[src/rtl/uart_tx_ctrl.sv]
// UART transmit engine draining a FIFO: start bit, LSB-first data, optional
// parity, one or two stop bits. Single clock domain (r_clk).
module uart_tx_ctrl #(
  parameter int FIFO_WIDTH = 8,
  parameter int DIV_WIDTH  = 16
) (
  input  logic                  r_clk,
  input  logic                  r_rst,
  input  logic                  tx_en,
  input  logic [DIV_WIDTH-1:0]  baud_div,
  input  logic                  parity_en,
  input  logic                  parity_odd,
  input  logic                  stop2,
  input  logic                  fifo_is_empty,
  input  logic [FIFO_WIDTH-1:0] fifo_r_data,
  output logic                  fifo_r_en,
  output logic                  tx,
  output logic                  tx_busy,
  output logic                  frame_done
);

  localparam int BCW = $clog2(FIFO_WIDTH) + 1;
  localparam logic [BCW-1:0]       LAST_BIT  = BCW'(FIFO_WIDTH - 1);
  localparam logic [BCW-1:0]       BIT_ONE   = BCW'(1);
  localparam logic [DIV_WIDTH-1:0] BAUD_ONE  = DIV_WIDTH'(1);

  typedef enum logic [2:0] {
    S_IDLE, S_FETCH, S_LOAD, S_START, S_DATA, S_PARITY, S_STOP
  } state_t;

  state_t                r_state;
  logic [FIFO_WIDTH-1:0] r_shift;
  logic [BCW-1:0]        r_bit_cnt;
  logic [DIV_WIDTH-1:0]  r_baud_cnt;
  logic [DIV_WIDTH-1:0]  r_div;
  logic                  r_par_en;
  logic                  r_par_bit;
  logic                  r_stop2;
  logic                  r_tx;

  logic                  w_bit_end;
  logic                  w_last_stop;
  logic                  w_fetch_ok;
  logic [FIFO_WIDTH-1:0] w_shifted;

  assign w_bit_end   = (r_baud_cnt == r_div);
  assign w_fetch_ok  = tx_en && !fifo_is_empty;
  assign w_shifted   = r_shift >> 1;
  // The bit counter doubles as the stop-bit index while in STOP.
  assign w_last_stop = (r_state == S_STOP) && w_bit_end &&
                       (r_bit_cnt == {{(BCW-1){1'b0}}, r_stop2});

  always_ff @(posedge r_clk) begin
    if (r_rst) begin
      r_state    <= S_IDLE;
      r_shift    <= '0;
      r_bit_cnt  <= '0;
      r_baud_cnt <= '0;
      r_div      <= '0;
      r_par_en   <= 1'b0;
      r_par_bit  <= 1'b0;
      r_stop2    <= 1'b0;
      r_tx       <= 1'b1;
    end else begin
      r_baud_cnt <= w_bit_end ? '0 : r_baud_cnt + BAUD_ONE;
      case (r_state)
        S_IDLE: begin
          r_baud_cnt <= '0;
          r_tx       <= 1'b1;
          if (w_fetch_ok) r_state <= S_FETCH;
        end
        S_FETCH: begin
          r_baud_cnt <= '0;
          r_state    <= S_LOAD;
        end
        S_LOAD: begin
          r_shift    <= fifo_r_data;
          r_div      <= baud_div;
          r_par_en   <= parity_en;
          r_par_bit  <= (^fifo_r_data) ^ parity_odd;
          r_stop2    <= stop2;
          r_bit_cnt  <= '0;
          r_baud_cnt <= '0;
          r_tx       <= 1'b0;
          r_state    <= S_START;
        end
        S_START: begin
          if (w_bit_end) begin
            r_tx    <= r_shift[0];
            r_state <= S_DATA;
          end
        end
        S_DATA: begin
          if (w_bit_end) begin
            if (r_bit_cnt == LAST_BIT) begin
              r_bit_cnt <= '0;
              if (r_par_en) begin
                r_tx    <= r_par_bit;
                r_state <= S_PARITY;
              end else begin
                r_tx    <= 1'b1;
                r_state <= S_STOP;
              end
            end else begin
              r_shift   <= w_shifted;
              r_tx      <= w_shifted[0];
              r_bit_cnt <= r_bit_cnt + BIT_ONE;
            end
          end
        end
        S_PARITY: begin
          if (w_bit_end) begin
            r_tx      <= 1'b1;
            r_bit_cnt <= '0;
            r_state   <= S_STOP;
          end
        end
        S_STOP: begin
          r_tx <= 1'b1;
          if (w_bit_end) begin
            if (w_last_stop) begin
              r_bit_cnt <= '0;
              r_state   <= w_fetch_ok ? S_FETCH : S_IDLE;
            end else begin
              r_bit_cnt <= r_bit_cnt + BIT_ONE;
            end
          end
        end
        default: begin
          r_tx    <= 1'b1;
          r_state <= S_IDLE;
        end
      endcase
    end
  end

  assign fifo_r_en  = (r_state == S_FETCH);
  assign tx         = r_tx;
  assign tx_busy    = (r_state != S_IDLE);
  assign frame_done = w_last_stop;

endmodule

[config.mk]
export PLATFORM = sky130hd
export DESIGN_NAME = uart_tx_ctrl
export DESIGN_NICKNAME = d
export VERILOG_FILES = /design/src/rtl/uart_tx_ctrl.sv
export SDC_FILE = /design/constraint.sdc
export NUM_CORES = 1
export LEC_CHECK = 0
export ABC_CLOCK_PERIOD_IN_PS = 2100
export CAP_MARGIN = 20
export CORE_ASPECT_RATIO = 0.9
export CORE_UTILIZATION = 25
export CTS_CLUSTER_SIZE = 24
export DETAILED_ROUTE_END_ITERATION = 16
export HOLD_SLACK_MARGIN = 0.08
export PLACE_DENSITY_LB_ADDON = 0.05
export SLEW_MARGIN = 20
export SYNTH_ARGS = -nofsm -noshare
export SYNTH_HDL_FRONTEND = slang
export SYNTH_SLANG_ARGS = --single-unit
[constraint.sdc]
create_clock -name r_clk -period 2.1 [get_ports r_clk]
set_input_delay 0.525 -clock r_clk [delete_from_list [all_inputs] [get_ports r_clk]]
set_output_delay 0.525 -clock r_clk [all_outputs]
set_load 0.01 [all_outputs]
# After elaboration in Yosys (flattened, before gate mapping)
# Cells that the tools add are included.
[totals] ff_bits=51 output_inout_bits=4
[op_classes] n_addsub=2 eq_ne=17 muxes=25 n_bitwise=2 reduce_logical=14
[op_table] operator="3-bit 2-to-1 mux" count=7
[op_table] operator="3-bit one-hot mux with 7 select lines" count=1
[op_table] operator="4-bit 2-to-1 mux" count=5
[op_table] operator="16-bit by 1-bit adder with 16-bit output, second input constant" count=1
[op_table] operator="16-bit equality test" count=1
[op_table] operator="8-bit 2-to-1 mux" count=2
[op_table] operator="2-bit inequality test, second input constant" count=8
[op_table] operator="4-bit one-hot mux with 4 select lines" count=1
[op_table] operator="8-bit one-hot mux with 2 select lines" count=1
[op_table] operator="3-bit equality test, second input constant" count=3
[op_table] operator="4-bit AND reduction" count=2
[op_table] operator="8-bit XOR reduction" count=1
[op_table] operator="7-bit AND reduction" count=1
[op_table] operator="3-bit by 2-bit equality test with 1-bit output, second input constant" count=2
[op_table] operator="1-bit 2-to-1 mux" count=6
[op_table] operator="1-bit one-hot mux with 5 select lines" count=1
[op_table] operator="5-bit OR reduction" count=1
[op_table] operator="4-bit by 1-bit adder with 4-bit output, second input constant" count=1
[op_table] operator="4-bit by 1-bit equality test with 1-bit output" count=1
[op_table] operator="4-bit by 3-bit equality test with 1-bit output, second input constant" count=1
[op_table] operator="4-bit nonzero test" count=1
[op_table] operator="3-bit by 1-bit equality test with 1-bit output, second input constant" count=1
[op_table] operator="1-bit logical AND" count=3
[op_table] operator="3-bit logical NOT" count=1
[op_table] operator="7 further kinds" count=7

# Depth between registers and ports, before layout
[logic_depth] ltp_word=6 depth_mapped=9 depth_no_buf=7

# Least setup slack after synthesis
# OpenSTA, ideal clock, no wires.
[synth_timing] kind="reg-to-output" start="register r_baud_cnt[3]" end="output frame_done" arrival_time_ns=1.348 required_time_ns=1.575 setup_slack_ns=0.227 path_stages_with_launch=7 path_cell_list="dfxtp_1 -> xnor2_1 -> nand4_1 -> nor4_2 -> buf_4 -> nand2_1 -> nor2_1"
[synth_between] elab_chain_len=3
[synth_rtl] element="start: declaration" line="34" rtl="logic [DIV_WIDTH-1:0] r_baud_cnt;"
[synth_rtl] element="start signal: assignment" line="65" rtl="r_baud_cnt <= w_bit_end ? '0 : r_baud_cnt + BAUD_ONE;"
[synth_rtl] element="16-bit equality test" line="46" rtl="assign w_bit_end = (r_baud_cnt == r_div);"
[synth_rtl] element="1-bit logical AND (2 in series)" line="50" rtl="assign w_last_stop = (r_state == S_STOP) && w_bit_end &&"
[synth_rtl] element="end: declaration" line="19" rtl="output logic frame_done"
# No other way between the ends.

# Worst setup path in the final report
[layout_timing] start="register r_baud_cnt[0]" end="output frame_done"
# Same word-level chain as after synthesis.

==> reports/results.txt <==
Primary FF master, synth -> dfxtp_1
Final setup viols -> 1
final setup margin -> -0.0499 ns
Port Buf Inserts -> 34
asr flop ratio synth -> 0%
Crit. End Element -> output pin
worst clock skew -> 0.00478 ns
CTS Buffer Depth -> 2
row cnt -> 34
Sink Count -> 51
Syn Inst Count -> 298
pins over their slew limit -> 0
Pwr Density -> 967 nW/um^2
final WL -> 6.37 mm
initial antenna violation count -> 0
Commonest cells post-synth -> dfxtp_1 (51), nand2_1 (50), nor2_1 (39)
die area -> 10600 um^2
CP Launch Type -> register
Via density -> 4.42
clock latency on the worst-skew pair -> 0.30 ns
core area -> 9740 um^2
R2R Setup Slk -> 0.16 ns
initial core utilization -> 26.0%
Crit Path Category -> reg2out
H-tree Lvls -> 2
status -> complete, but fails checks
unique cell type count in the Yosys netlist -> 45
clk root buf -> clkbuf_8
failing checks -> negative setup slack
Diodes inserted -> 0
layout cell share with drive strength beyond 1 -> 20.5%
wire length of the first global-routing pass -> 10.6 mm
CP arrival -> 1.62 ns
Die H -> 97.6 um
Worst Tran Pin Value -> 0.316 ns
routability cong. -> 0.717
Worst Setup SP -> r_baud_cnt[0]
post-route clock period utilization -> 102%
final core utilization -> 34.9%
Num CTS Buffers -> 5
CP Max Fanout -> 2
ranking of synthesized cells by area -> dfxtp_1 (40%), xnor2_1 (9.7%), nand2_1 (7.4%)
worst r2r src -> r_bit_cnt[0]
Post-DP Area -> 3250 um^2
leading area contributor after synthesis -> dfxtp_1
Via Count -> 2152
Mapped Nets -> 331
Tmin final -> 2.15 ns
first-pass iteration count of the detailed router -> 4
Static Leak -> 0.00120 uW
worst hold path type -> reg2reg
1st-iter DRT viols -> 57
final antenna-violating net count -> 0
synthesis-to-layout area growth -> 34.0%
design area -> 3400 um^2
Total Nets Final -> 393
Post-Syn Area -> 2540 um^2
routed len/inst -> 13.1 um
CP required -> 1.57 ns
total track usage -> 13.0%
IO Count -> 35
number of global-route vias before repair -> 2147
RSZ-0062 raised after global routing -> true
CTS tree -> built
Mapped Avg Cell Area -> 8.51 um^2
Rel. slew slack -> 78.9%
Total Power -> 3290 uW
R2R cell count -> 7
most common cell in the netlist -> dfxtp_1
hold depth -> 2
total number of yosys warnings -> 0
DRC -> 0
post-DP HPWL -> 4.70 mm
Die W -> 108 um
post-synth top area share -> 40.3%
Post-synth EDFFs -> 0
GRT overflow -> 0
VDD IR-drop max -> 0.362 mV
largest net degree at the start of global routing -> 24
count of final hold-check violations -> 0
sequential element share of the synthesized area -> 40.3%
clk slew on worst S/H paths -> 0.09 ns
Max Cap Viol -> 0
flops & latches, synth -> 51
Hold-fix buffers, CTS -> 0
Fmax achieved -> 0.465 GHz
Hold Startpoint -> r_par_bit
sequential cells by signal, summed over array words and instances (netlist names):
name	count
r_baud_cnt	16
r_div	16
r_shift	8
r_bit_cnt	4
r_state	3
r_par_bit	1
r_par_en	1
r_stop2	1
tx	1
logic make-up (layout without fill, tap and decap cells):
family / count (synthesis) / count (layout) / synth area share (%)
muxes: 9 / 9 / 3.55
DFF: 51 / 51 / 40.3
adders and majority gates: 2 / 2 / 0.987
xor gates and xnor gates: 42 / 42 / 15.4
and+or+nand+nor: 121 / 121 / 22.2
buffers and inverters: 21 / 84 / 4.05
AOI/OAI and AO/OA: 52 / 52 / 13.5
worst max-delay path: stages (launching register included):
cell     delay, ns
dfxtp_2       0.34
xnor2_2       0.16
nand4_1       0.13
nor4_2        0.34
nand2_1       0.10
nor2_2        0.10
buf_2         0.14
per-layer routing:
layer | vias up | track usage (%) | routed length [um]
met5 | - | 0 | 0
met1 | 980 | 18.9 | 3430
met4 | 0 | 3.79 | 72
met3 | 7 | 2.28 | 227
li1 | 1130 | - | -
met2 | 35 | 19.5 | 2640
path summary, 6_finish.rpt:
kind / end
setup reg to reg: r_state[0]
setup / recovery: frame_done
hold / removal: r_par_bit
hold reg to reg: r_par_bit
placed cells by master, fill, tap and decap left out, drive strengths merged, types with 2 or more instances in the layout:
cell type	Yosys	final
nand2	50	50
mux2i	9	9
a31oi	3	3
buf	8	37
a21oi	24	24
o21ai	7	7
xor2	11	11
nor4	2	2
clkdlybuf4s50	0	32
nand3	8	8
nand3b	4	4
o21bai	2	2
xnor2	31	31
nand2b	2	2
dfxtp	51	51
nor2	39	39
and3	2	2
a211oi	8	8
nand4	7	7
inv	5	5
ha	2	2
clkbuf	7	8
through the flow:
stage	instances	setup WS, ns	hold WS (ns)	setup TNS, ns
4_1_cts	487	-0.130	0.463	-0.130
3_5_place_dp	479	-0.181	0.449	-0.181
2_1_floorplan	298	0.227	0.427	0
5_1_grt	487	-0.162	0.490	-0.162
3_3_place_gp	479	-0.202	0.445	-0.202
6_report	487	-0.0499	0.459	-0.0499
power by group:
part | internal [uW] | total (uW) | switching [uW]
clock | 302 | 634 | 332
sequential | 1140 | 1260 | 116
combinational | 634 | 1390 | 759
layout make-up:
class	count	area, um^2
fill	1015	6340
multi-input combinational	226	1450
sequential	51	1030
timing repair buffer	70	637
tap	126	158
clock buffer	8	100
inverter	6	22.5
what timing repair did:
action                     CTS  global route
pin swaps                    5             7
setup buffers                0             0
resized for setup           10            12
setup endpoints to repair    2             6
Power figures use the tool's default switching activity.
